==> config.mk <==
export PLATFORM = sky130hd
export DESIGN_NAME = decoder_scan_ctrl
export DESIGN_NICKNAME = d
export VERILOG_FILES = /design/src/rtl/decoder_scan_pkg.sv /design/src/rtl/scan_timer.sv /design/src/rtl/decoder_scan_ctrl.sv
export SDC_FILE = /design/constraint.sdc
export NUM_CORES = 1
export LEC_CHECK = 0
export BUFFER_PORTS_ARGS = -buffer_cell sky130_fd_sc_hd__clkbuf_2
export CAP_MARGIN = 20
export CORE_AREA = 2 2 52 54
export DETAILED_ROUTE_END_ITERATION = 12
export DIE_AREA = 0 0 54 56
export SKIP_CTS_REPAIR_TIMING = 1
export SKIP_LAST_GASP = 1
export SLEW_MARGIN = 20
export SYNTH_ARGS = -nofsm -noshare
export SYNTH_HDL_FRONTEND = slang
export SYNTH_HIERARCHICAL = 1
export SYNTH_SLANG_ARGS = --single-unit
==> constraint.sdc <==
create_clock -name clk -period 4.2 [get_ports clk]
set_input_delay 0.21 -clock clk [delete_from_list [all_inputs] [get_ports clk]]
set_output_delay 0.21 -clock clk [all_outputs]
set_load 0.01 [all_outputs]
==> src/rtl/decoder_scan_pkg.sv <==
// decoder_scan_pkg: shared constants and FSM encoding for the decoder scan
// controller.
//   NUM_CH / CH_W : channel count and select width of the 2-to-4 decoder
//   TMR_W         : width of the dwell/blank down-counter
//   scan_state_e  : controller states; ST_BLANK exists only when
//                   SCAN_BLANK_EN is defined
package decoder_scan_pkg;

    localparam int NUM_CH = 4;
    localparam int CH_W   = $clog2(NUM_CH);
    localparam int TMR_W  = 8;

    typedef enum logic [1:0] {
        ST_IDLE   = 2'd0,
        ST_ACTIVE = 2'd1
`ifdef SCAN_BLANK_EN
        ,
        ST_BLANK  = 2'd2
`endif
    } scan_state_e;

endpackage

==> src/rtl/scan_timer.sv <==
// scan_timer: loadable down-counter that times dwell and blank intervals.
// Loading N yields N+1 cycles until tc, so callers load (cycles - 1).
//   clk, rst_n : clock, asynchronous active-low reset (clears the count)
//   load       : load load_val this cycle (has priority over counting)
//   load_val   : reload value
//   tc         : terminal count, high while the count is zero
module scan_timer
    import decoder_scan_pkg::*;
(
    input  logic             clk,
    input  logic             rst_n,
    input  logic             load,
    input  logic [TMR_W-1:0] load_val,
    output logic             tc
);

    logic [TMR_W-1:0] count;

    always_ff @(posedge clk or negedge rst_n) begin
        if (!rst_n)
            count <= '0;
        else if (load)
            count <= load_val;
        else if (count != '0)
            count <= count - TMR_W'(1);
    end

    assign tc = (count == '0);

endmodule

==> src/rtl/decoder_scan_ctrl.sv <==
// decoder_scan_ctrl: cycles a 2-to-4 decoder across the channels enabled in
// mask, holding each for DWELL cycles with en high. With SCAN_BLANK_EN
// defined, en drops for BLANK cycles between channels; otherwise the scan
// steps straight to the next channel and en stays high.
//   clk, rst_n  : clock, asynchronous active-low reset
//   start, stop : one-cycle scan requests (stop dominates)
//   mask        : channel enable, sampled when the channel changes
//   sel, en     : decoder select and enable (registered)
//   busy        : not idle (registered)
//   wrap        : pulse on the first cycle of a channel at index <= previous
module decoder_scan_ctrl
    import decoder_scan_pkg::*;
#(
    parameter int DWELL = 4,
    parameter int BLANK = 1
) (
    input  logic              clk,
    input  logic              rst_n,
    input  logic              start,
    input  logic              stop,
    input  logic [NUM_CH-1:0] mask,
    output logic [CH_W-1:0]   sel,
    output logic              en,
    output logic              busy,
    output logic              wrap
);

    localparam logic [TMR_W-1:0] DWELL_LD = TMR_W'(DWELL - 1);
    localparam logic [TMR_W-1:0] BLANK_LD = TMR_W'(BLANK - 1);

    scan_state_e      state_q, state_d;
    logic [CH_W-1:0]  sel_d, low_idx, nxt_idx;
    logic             en_d, busy_d, wrap_d;
    logic             tmr_load, tc, chan_change;
    logic [TMR_W-1:0] tmr_val;

    scan_timer u_timer (
        .clk      (clk),
        .rst_n    (rst_n),
        .load     (tmr_load),
        .load_val (tmr_val),
        .tc       (tc)
    );

`ifndef SCAN_BLANK_EN
    // BLANK has no effect in this build
    logic unused_blank;
    assign unused_blank = ^BLANK_LD;
`endif

    // Lowest set mask bit: first channel of a fresh scan.
    always_comb begin
        low_idx = '0;
        for (int k = NUM_CH - 1; k >= 0; k--)
            if (mask[k]) low_idx = CH_W'(k);
    end

    // Next set bit above sel, cyclic. Offsets are scanned far-to-near so
    // the nearest hit wins; offset NUM_CH is sel itself (single-bit mask).
    always_comb begin
        nxt_idx = sel;
        for (int k = NUM_CH; k >= 1; k--)
            if (mask[sel + CH_W'(k)]) nxt_idx = sel + CH_W'(k);
    end

    // End of the interval that precedes a channel change.
`ifdef SCAN_BLANK_EN
    assign chan_change = tc && (state_q == ST_BLANK) && !stop;
`else
    assign chan_change = tc && (state_q == ST_ACTIVE) && !stop;
`endif

    // State and output registers
    always_ff @(posedge clk or negedge rst_n) begin
        if (!rst_n) begin
            state_q <= ST_IDLE;
            sel     <= '0;
            en      <= 1'b0;
            busy    <= 1'b0;
            wrap    <= 1'b0;
        end else begin
            state_q <= state_d;
            sel     <= sel_d;
            en      <= en_d;
            busy    <= busy_d;
            wrap    <= wrap_d;
        end
    end

    // Next state
    always_comb begin
        state_d = state_q;
        if (stop) begin
            state_d = ST_IDLE;
        end else begin
            case (state_q)
                ST_IDLE:
                    if (start && (mask != '0)) state_d = ST_ACTIVE;
                ST_ACTIVE:
`ifdef SCAN_BLANK_EN
                    if (tc) state_d = ST_BLANK;
                ST_BLANK:
`endif
                    if (tc) state_d = (mask != '0) ? ST_ACTIVE : ST_IDLE;
                default:
                    state_d = ST_IDLE;
            endcase
        end
    end

    // Next output values and timer control
    always_comb begin
        sel_d    = sel;
        en_d     = (state_d == ST_ACTIVE);
        busy_d   = (state_d != ST_IDLE);
        wrap_d   = 1'b0;
        tmr_load = 1'b0;
        tmr_val  = DWELL_LD;
        if (state_q == ST_IDLE && state_d == ST_ACTIVE) begin
            sel_d    = low_idx;
            tmr_load = 1'b1;
        end else if (chan_change && state_d == ST_ACTIVE) begin
            sel_d    = nxt_idx;
            wrap_d   = (nxt_idx <= sel);
            tmr_load = 1'b1;
        end
`ifdef SCAN_BLANK_EN
        else if (state_q == ST_ACTIVE && state_d == ST_BLANK) begin
            tmr_val  = BLANK_LD;
            tmr_load = 1'b1;
        end
`endif
    end

endmodule

== After elaboration in Yosys (flattened, before gate mapping) ==
Cells that the tools add are included.

* Bitwise logic cells: 0
* Multiply operators: 0
* Reduce and logical (&&, ||, !) cells: 13
* Add/sub/neg operators: 4
* Equal/unequal tests: 2
* $lt $le $gt $ge: 4
* Shift-type cells: 0
* Divide/modulo/power cells: 0
* Multiplexer cells: 26

{| class="wikitable"
|+ Operators by type and width
! operator !! number
|-
| $mux 2 || 12
|-
| $mux 8 || 2
|-
| $lt 2x3->1 const B || 3
|-
| $logic_not 8->1 || 1
|-
| $mux 1 || 8
|-
| $reduce_bool 8->1 || 1
|-
| $sub 8x1->8 const B || 1
|-
| $bmux 1 s2 || 3
|-
| $reduce_bool 2->1 || 3
|-
| $logic_and 1x1->1 || 5
|-
| $add 2x2->2 const B || 2
|-
| $eq 2x1->1 const B || 2
|-
| $pmux 2 s2 || 1
|-
| $reduce_bool 4->1 || 1
|-
| $add 2x1->2 const B || 1
|-
| $le 2x2->1 || 1
|-
| $logic_not 2->1 || 1
|-
| $logic_not 1->1 || 1
|}

* Word-level logic and storage cells: 55
* Memories kept: 0
* Output and inout bits: 5
* Bits in latches: 0
* Bits in registers: 15
* Bits in writable memories: 0
* Memory bits (read-only): 0
* Input bits: 8

== Depth between registers and ports, before layout ==
Gate-level depths: netlist (run 1).

* Depth in word-level cells: 10
* Mapped depth: 10
* Gate-level depth less buffers: 9

== Cells and area by module ==
Netlist (run 1), hierarchy kept.

{| class="wikitable"
|+ By module, submodules not included
! module !! instances !! area an instance (um2) !! sequential area each (um2) !! cells each
|-
| scan_timer || 1 || 476.7 || 200.2 || 54
|-
| decoder_scan_ctrl || 1 || 475.5 || 175.2 || 49
|}

== Worst setup path after synthesis (run 1) ==
OpenSTA, ideal clock, no wires.

* Kind: reg-to-reg
* Start: reg u_timer.count[0]
* End: reg u_timer.count[4]
* Data required time: 4.121 ns
* Path slack: 1.694 ns
* Clock period less this slack: 2.506 ns
* Arrival time: 2.427 ns
* Stages on the path, launching flop included: 11
* Buffers on the path: 2
* Cell sequence: dfrtp_1 > inv_1 > ha_1 > or3b_1 > clkbuf_2 > nor2_1 > nand2_1 > a2111oi_4 > dlygate4sd1_1 > a21oi_1 > a2bb2oi_1

* Word-level cells in the longest chain between the ends: 9

{| class="wikitable"
|+ RTL lines
! item !! line !! source
|-
| from (decl) || scan_timer.sv:17 || <nowiki>logic [TMR_W-1:0] count;</nowiki>
|-
| from (signal assigned) || scan_timer.sv:23 || <nowiki>count <= load_val;</nowiki>
|-
| from (signal assigned) || scan_timer.sv:25 || <nowiki>count <= count - TMR_W'(1);</nowiki>
|-
| $logic_not 8->1 (*) || scan_timer.sv:28 || <nowiki>assign tc = (count == '0);</nowiki>
|-
| named net tc || decoder_scan_ctrl.sv:34 || <nowiki>logic tmr_load, tc, chan_change;</nowiki>
|-
| $mux 2 || decoder_scan_ctrl.sv:104 || <nowiki>if (tc) state_d = (mask != '0) ? ST_ACTIVE : ST_IDLE;</nowiki>
|-
| $pmux 2 s2 || decoder_scan_ctrl.sv:96 || <nowiki>case (state_q)</nowiki>
|-
| $mux 2 || decoder_scan_ctrl.sv:93 || <nowiki>if (stop) begin</nowiki>
|-
| $eq 2x1->1 || decoder_scan_ctrl.sv:119, decoder_scan_ctrl.sv:122 ||
|-
| $logic_and 1x1->1 || decoder_scan_ctrl.sv:122 || <nowiki>end else if (chan_change && state_d == ST_ACTIVE) begin</nowiki>
|-
| $mux 1 || decoder_scan_ctrl.sv:122 ||
|-
| $mux 1 (*) || decoder_scan_ctrl.sv:119 || <nowiki>if (state_q == ST_IDLE && state_d == ST_ACTIVE) begin</nowiki>
|-
| named net tmr_load || decoder_scan_ctrl.sv:34 ||
|-
| $mux 8 or $reduce_bool 2->1 (tied branches) || - ||
|}

Mark *: on every way through the listed nets, which the timed path passes. The rest lies on a longest branch. The select of a mux whose other input is x is not followed.
A chain may end at the register's enable or synchronous reset.

== Worst setup path in the final report (run 1) ==
* Start: reg u_timer.count[0]
* End: reg u_timer.count[6]

The elaborated chain is that of the path after synthesis.

==> reports/qor.csv, run 1 <==
stage,metric,value,unit
status,status,completed,
worst_setup_path,endpoint_kind,flop,
clock_tree,clock_sinks,15,
clock_tree,clockRootBuffer,clkbuf_4,
logic_synthesis,synth-seq-cells,15,
placement,place_hpwl,1553,um
global_route,grt-ovfl-total,0,
logic_synthesis,synth_most_common_cell,dfrtp_1,
sta,setup_viol,0,
die,core_area,0.002432,mm2
logic_synthesis,yosys.area.top_type,dfrtp_1,
logic_synthesis,synth.area.top_cells,"dfrtp_1 (39%), a21oi_1 (4.2%), ha_1 (3.9%)",
clock_tree,cts_tree,done,
final_layout,utilization,44.96,%
pwr,pwr-share-clk,15.6,%
logic_synthesis,postSynth.asyncResetShare,100.0,%
sta,holdWs,0.2219,ns
drt,met1Wirelength,959,um
pwr,combPwrFrac,36.0,%
worst_setup_path,crit_arrival,3.20,ns
final_layout,final_area,0.001094,mm2
drt,highest-signal-layer,met4,
global_route,grt_pass1_wl,3318,um
sta,finalHoldViolCount,0,
die,die_w,54,um
sta,fin_crit_sh,72.48,%
sta,fin_setup_tns,0,ns
logic_synthesis,synthCells,103,
pwr,p_total,0.5214,mW
final_layout,area_delta_synth_final,14.85,%
sta,post-route-min-period,3.044,ns
worst_setup_path,cpPeakStageDelay,0.75,ns
placement,port-buffer-count,12,
clock_tree,clock_path_buffers,2,
pwr,irDropWorstVdd,0.2938,mV
sta,max_freq,0.3285,GHz
pwr,powerDensity,476.8,mW/mm2
drt,wire_per_inst,13.39,um
worst_setup_path,crit_top_cell,inv_1,
placement,pre_cts_ws,1.179,ns
global_route,grt_max_degree,16,
drt,wl_met2,953,um
final_layout,layout.cells.non_filler,154,
pwr,swShare,40.20,%
drt,via_count,856,
sta,worst_pin_slew,0.8051,ns
worst_setup_path,required,4.36,ns
worst_setup_path,critPathSlowestCell,a2111oi_4,
clock_tree,cts_inserted_buffers,3,
drt,dr_wl_met3,117,um
drt,detail-route-antenna-nets,0,
worst_setup_path,path_cells,"inv_1, ha_1, or3b_1, nor2_1, nand2_1, a2111oi_4, inv_1, o311ai_0, nand3_1",
die,die_h,56,um
pwr,power.switching,0.2096,mW
final_layout,drive_gt1_share,15.32,%
clock_tree,path_clk_slew,0.09,ns
worst_setup_path,critPathLaunchType,flop,
drt,drc,0,
sta,rsz0062_at_grt,no,
sta,skew,0.001430,ns
logic_synthesis,synth_area_per_cell,9.244,um2
logic_synthesis,yosysWarnings,6,
drt,drt_iter0_drc,35,
global_route,grt_usage,14.83,%
global_route,antenna_found_initial,0,
logic_synthesis,synth_area,952.2,um2
drt,routed_wl,2062,um
hold_path,hp-start,stop,
logic_synthesis,synth_edf_count,0,
die,start_util,39.15,%
pwr,p_seq_share,48.4,%
sta,slew_headroom,46.32,%
logic_synthesis,synth_top_area_share,39.42,%
die,ios,13,
run,drv_cap,0,
placement,dp_cells,149,
pwr,p_leak,0.4492,nW
die,dieArea,0.003024,mm2
sta,drv_slew,0,
clock_tree,htreeDepth,1,
worst_setup_path,critPathKind,reg -> reg,
logic_synthesis,synth.distinct_cells,38,
worst_setup_path,cp_max_fo,15,
final_layout,nNetsFinal,136,
placement,gp_congestion,0.8923,
worst_setup_path,r2r_start,u_timer/count[0]$_DFFE_PN0P_,
drt,first_pass_iters,4,
worst_setup_path,worstSetupStartpoint,u_timer/count[0]$_DFFE_PN0P_,
hold_path,hold_path_class,in -> reg,
clock_tree,clk_latency,0.28,ns
sta,setup_ws,1.156,ns
global_route,grt_pass1_vias,749,
final_layout,diodes,0,
placement,place_area,0.001057,mm2
die,rows,18,
logic_synthesis,synth_commonest_cells,"dfrtp_1 (15), a21oi_1 (8), inv_1 (8), nand2_1 (8), nor2_1 (7)",
drt,avgViaCountPerCell,5.558,
logic_synthesis,ys_seq_area_share,39.42,%
logic_synthesis,synthFlopType,dfrtp_1,
pwr,intPower,0.3118,mW
sequential cells by signal (all words and copies together) (netlist names):
name / flops
busy: 1
sel: 2
wrap: 1
state_q: 2
u_timer/count: 8
en: 1
kinds of logic (layout without fill, tap and decap cells):
group                    count (synthesis)  after routing  synth area share [%]
flip-flops                              15             15                 39.42
other                                    2              9                0.7887
AND/OR/NAND/NOR                         39             39                 24.31
AO/OA/AOI/OAI                           29             29                 23.00
adder cells (fa/ha/maj)                  3              3                 3.943
XOR/XNOR                                 1              1                0.9200
buffers and inverters                   12             26                 5.518
multiplexers                             2              2                 2.103
critical path, delay by kind of cell, from the launching register on:
family                     cells  cell delay [ns]
buffers and inverters          2             0.33
AOI/OAI and AO/OA              2             0.93
adders and majority gates      1             0.22
DFF                            1             0.42
and+or+nand+nor                4             1.03
layer usage:
metal | vias up | global-route usage, %
li1 | 424 | -
met2 | 28 | 21.78
met5 | - | 0
met4 | 0 | 4.286
met3 | 4 | 5.108
met1 | 400 | 20.37
area by class of cell:
class                      instances  area (um2)
multi-input combinational         83       550.5
inverter                           9       33.78
sequential                        15       375.4
timing repair buffer              13       70.07
clock buffer                       4       26.28
fill                             250        1339
tap                               30       37.54
worst paths after layout:
check	end	slack, ns	cells past startpoint
max	u_timer/count[6]$_DFFE_PN0P_	1.16	9
min	en$_DFF_PN0_	0.22	2
max reg2reg	u_timer/count[6]$_DFFE_PN0P_	1.16	9
min reg2reg	en$_DFF_PN0_	0.63	1
max in group asynchronous	busy$_DFF_PN0_	3.56	2
min in group asynchronous	u_timer/count[7]$_DFFE_PN0P_	0.37	2
cell usage in the layout (no fill, tap or decap), types with 2 or more instances in the layout:
cell type   n
a21oi_1     8
a221oi_1    2
a31oi_1     2
clkbuf_2   12
clkbuf_4    3
conb_1      9
dfrtp_1    15
ha_1        3
inv_1       8
mux2i_1     2
nand2_1     8
nand3_1     2
nor2_1      7
nor3_1      5
nor3b_1     5
nor4_1      4
o21ai_0     3
o22ai_1     2
o31ai_1     3
or4_1       2
power groups by stage:
stage               combinational [mW]  sequential (mW)  clock (mW)
detailed placement               0.185            0.252           0
global route                     0.210            0.261      0.0905
floorplan                        0.141            0.237           0
finish                           0.188            0.253      0.0812
global placement                 0.180            0.252           0
CTS                              0.186            0.251      0.0841
Note: power is estimated with default switching activity, not from simulation.
==> run 2, diff against run 1 <==
Clock period 4.2 ns to 2.85 ns, I/O delays scaled along.
==> run 2 against run 1 <==
Sequential share of layout area down 0.69 points. Hold slack got worse by 0.082 ns. Maximum frequency increased by 19%. Sequential power is 48% higher. Highest routed layer unchanged. Cell area increased by 2.1%. Clock power increased by 50%. Register-to-register slack worse by 0.86 ns. Die area stayed put. Critical path type unchanged. Routed wire length decreased by 4.9%. Worst setup slack worse by 0.86 ns. Clock skew fell by 0.00091 ns.
==> reports/qor.csv, run 2 (synthesized netlist as in run 1, its figures left out) <==
stage,metric,value,unit,change
sta,fin_crit_sh,89.63,%,was 72.48%
worst_setup_path,endpoint_kind,flop,,unchanged
sta,rsz0062_at_grt,no,,unchanged
clock_tree,cts_inserted_buffers,3,,unchanged
final_layout,utilization,45.88,%,was 44.96%
pwr,powerDensity,682.8,mW/mm2,was 476.8 mW/mm2
sta,finalHoldViolCount,0,,unchanged
pwr,p_total,0.7621,mW,was 0.5214 mW
sta,post-route-min-period,2.554,ns,was 3.044 ns
hold_path,hp-start,stop,,unchanged
pwr,p_seq_share,49.1,%,was 48.4%
final_layout,diodes,0,,unchanged
drt,routed_wl,1960,um,was 2062 um
drt,drt_iter0_drc,10,,was 35
pwr,p_leak,0.4653,nW,was 0.4492 nW
clock_tree,clockRootBuffer,clkbuf_4,,unchanged
pwr,intPower,0.4596,mW,was 0.3118 mW
die,start_util,39.15,%,unchanged
global_route,grt_max_degree,16,,unchanged
sta,drv_slew,0,,unchanged
sta,setup_viol,0,,unchanged
clock_tree,clock_sinks,15,,unchanged
hold_path,min_path_cells,2,,unchanged
sta,fin_setup_tns,0,ns,unchanged
clock_tree,clock_path_buffers,2,,unchanged
pwr,pwr-share-clk,16.0,%,was 15.6%
worst_setup_path,cpPeakStageDelay,0.46,ns,was 0.75 ns
final_layout,nNetsFinal,139,,was 136
global_route,grt_pass1_vias,832,,was 749
die,die_w,54,um,unchanged
drt,avgViaCountPerCell,5.344,,was 5.558
worst_setup_path,critPathSlowestCell,or3b_1,,was a2111oi_4
worst_setup_path,reg2reg_slack,0.30,ns,was 1.16 ns
hold_path,hold-path-endpoint,busy$_DFF_PN0_,,was en$_DFF_PN0_
worst_setup_path,r2r-end,u_timer/count[5]$_DFFE_PN0P_,,was u_timer/count[6]$_DFFE_PN0P_
hold_path,hold_path_class,in -> reg,,unchanged
status,status,completed,,unchanged
worst_setup_path,r2r_start,u_timer/count[0]$_DFFE_PN0P_,,unchanged
drt,drc,0,,unchanged
pwr,combPwrFrac,35.0,%,was 36.0%
pwr,irDropWorstVdd,0.4149,mV,was 0.2938 mV
drt,first_pass_iters,5,,was 4
worst_setup_path,required,3.03,ns,was 4.36 ns
clock_tree,cts_tree,done,,unchanged
worst_setup_path,reg2reg_depth,9,,unchanged
die,rows,18,,unchanged
pwr,power.switching,0.3024,mW,was 0.2096 mW
worst_setup_path,worstSetupStartpoint,u_timer/count[0]$_DFFE_PN0P_,,unchanged
drt,wire_per_inst,12.48,um,was 13.39 um
drt,detail-route-antenna-nets,0,,unchanged
placement,place_hpwl,1480,um,was 1553 um
die,ios,13,,unchanged
worst_setup_path,crit_buf_inv,2,,unchanged
global_route,grt-ovfl-total,0,,unchanged
final_layout,layout_commonest_cell,dfrtp_1,,unchanged
final_layout,regMostFlops,u_timer/count,,unchanged
run,drv_cap,0,,unchanged
die,core_area,0.002432,mm2,unchanged
final_layout,layout_common_cells,"dfrtp_1 (15), clkbuf_2 (12), conb_1 (9)",,unchanged
die,die_h,56,um,unchanged
worst_setup_path,cp_max_fo,7,,was 15
pwr,swShare,39.69,%,was 40.20%
global_route,antenna_found_initial,0,,unchanged
worst_setup_path,path_cells,"inv_1, ha_1, or3b_1, nor2_1, nand2_1, a2111oi_4, buf_4, a21oi_1, a221oi_1",,"was inv_1, ha_1, or3b_1, nor2_1, nand2_1, a2111oi_4, inv_1, o311ai_0, nand3_1"
sta,skew,0.0005213,ns,was 0.001430 ns
clock_tree,clk_latency,0.28,ns,about the same
clock_tree,htreeDepth,1,,unchanged
global_route,grt_pass1_wl,3560,um,was 3318 um
worst_setup_path,crit_family,simple AND/OR/NAND/NOR gates,,unchanged
placement,port-buffer-count,12,,unchanged
sta,slew_headroom,57.74,%,was 46.32%
global_route,grt_usage,15.53,%,was 14.83%
worst_setup_path,crit_arrival,2.74,ns,was 3.20 ns
die,dieArea,0.003024,mm2,unchanged
final_layout,top_regs,"u_timer/count x8, sel x2, state_q x2",,unchanged
final_layout,drive_gt1_share,17.32,%,was 15.32%
clock_tree,path_clk_slew,0.09,ns,about the same
worst_setup_path,critPathLaunchType,flop,,unchanged
final_layout,area_delta_synth_final,17.21,%,was 14.85%
drt,via_count,839,,was 856
worst_setup_path,critPathKind,reg -> reg,,unchanged
sta,max_freq,0.3915,GHz,was 0.3285 GHz
placement,gp_congestion,0.8338,,was 0.8923
sta,worst_pin_slew,0.6280,ns,was 0.8051 ns
final_layout,largest_reg_flops,8,,unchanged
-- run 2: changes by cell type in the layout (fill, tap and decap cells not counted) --
| cell | delta |
|---|---|
| buf_4 | +3 |
-- run 2: per-stage QoR --
| stage | hold slack (ns) | setup slack (ns) | area, um2 | instances |
|---|---|---|---|---|
| CTS | -0.2305 | 0.2992 | 1106 | 156 |
| global placement | 0.08747 | 0.4378 | 1080 | 152 |
| detailed placement | 0.08813 | 0.3219 | 1080 | 152 |
| global route | 0.1548 | 0.05699 | 1116 | 157 |
| floorplan | -0.1531 | 0.3439 | 978.4 | 110 |
| finish | 0.1403 | 0.2957 | 1116 | 157 |
-- run 2: worst max path at each step --
stage                                    to  slack (ns)  cells after the start
2_1_floorplan  u_timer/count[4]$_DFFE_PN0P_        0.34                     10
3_3_place_gp   u_timer/count[5]$_DFFE_PN0P_        0.44                      9
3_5_place_dp   u_timer/count[5]$_DFFE_PN0P_        0.32                      9
4_1_cts        u_timer/count[5]$_DFFE_PN0P_        0.30                      9
5_1_grt        u_timer/count[6]$_DFFE_PN0P_        0.06                      9
6_report       u_timer/count[5]$_DFFE_PN0P_        0.30                      9
-- run 2: final cells by class --
type                            count  area, um2
Inverter                            9      33.78
Tap cell                           30      37.54
Timing Repair Buffer               16      92.59
Clock buffer                        4      26.28
Multi-Input combinational cell     83      550.5
Fill cell                         247       1316
Sequential cell                    15      375.4
-- run 2: routing by layer --
metal,part of all wire [%],track usage (%),vias up
met2,47,22.65,27
met3,3.8,3.495,4
met1,48,21.59,380
met4,1.0,6.786,0
met5,0,0,-
li1,-,-,428
-- run 2: power groups by stage --
stage | logic (mW) | registers (mW) | clock network, mW
CTS | 0.265 | 0.369 | 0.128
detailed placement | 0.263 | 0.373 | 0
floorplan | 0.208 | 0.350 | 0
global placement | 0.261 | 0.370 | 0
finish | 0.267 | 0.374 | 0.122
global route | 0.301 | 0.388 | 0.137
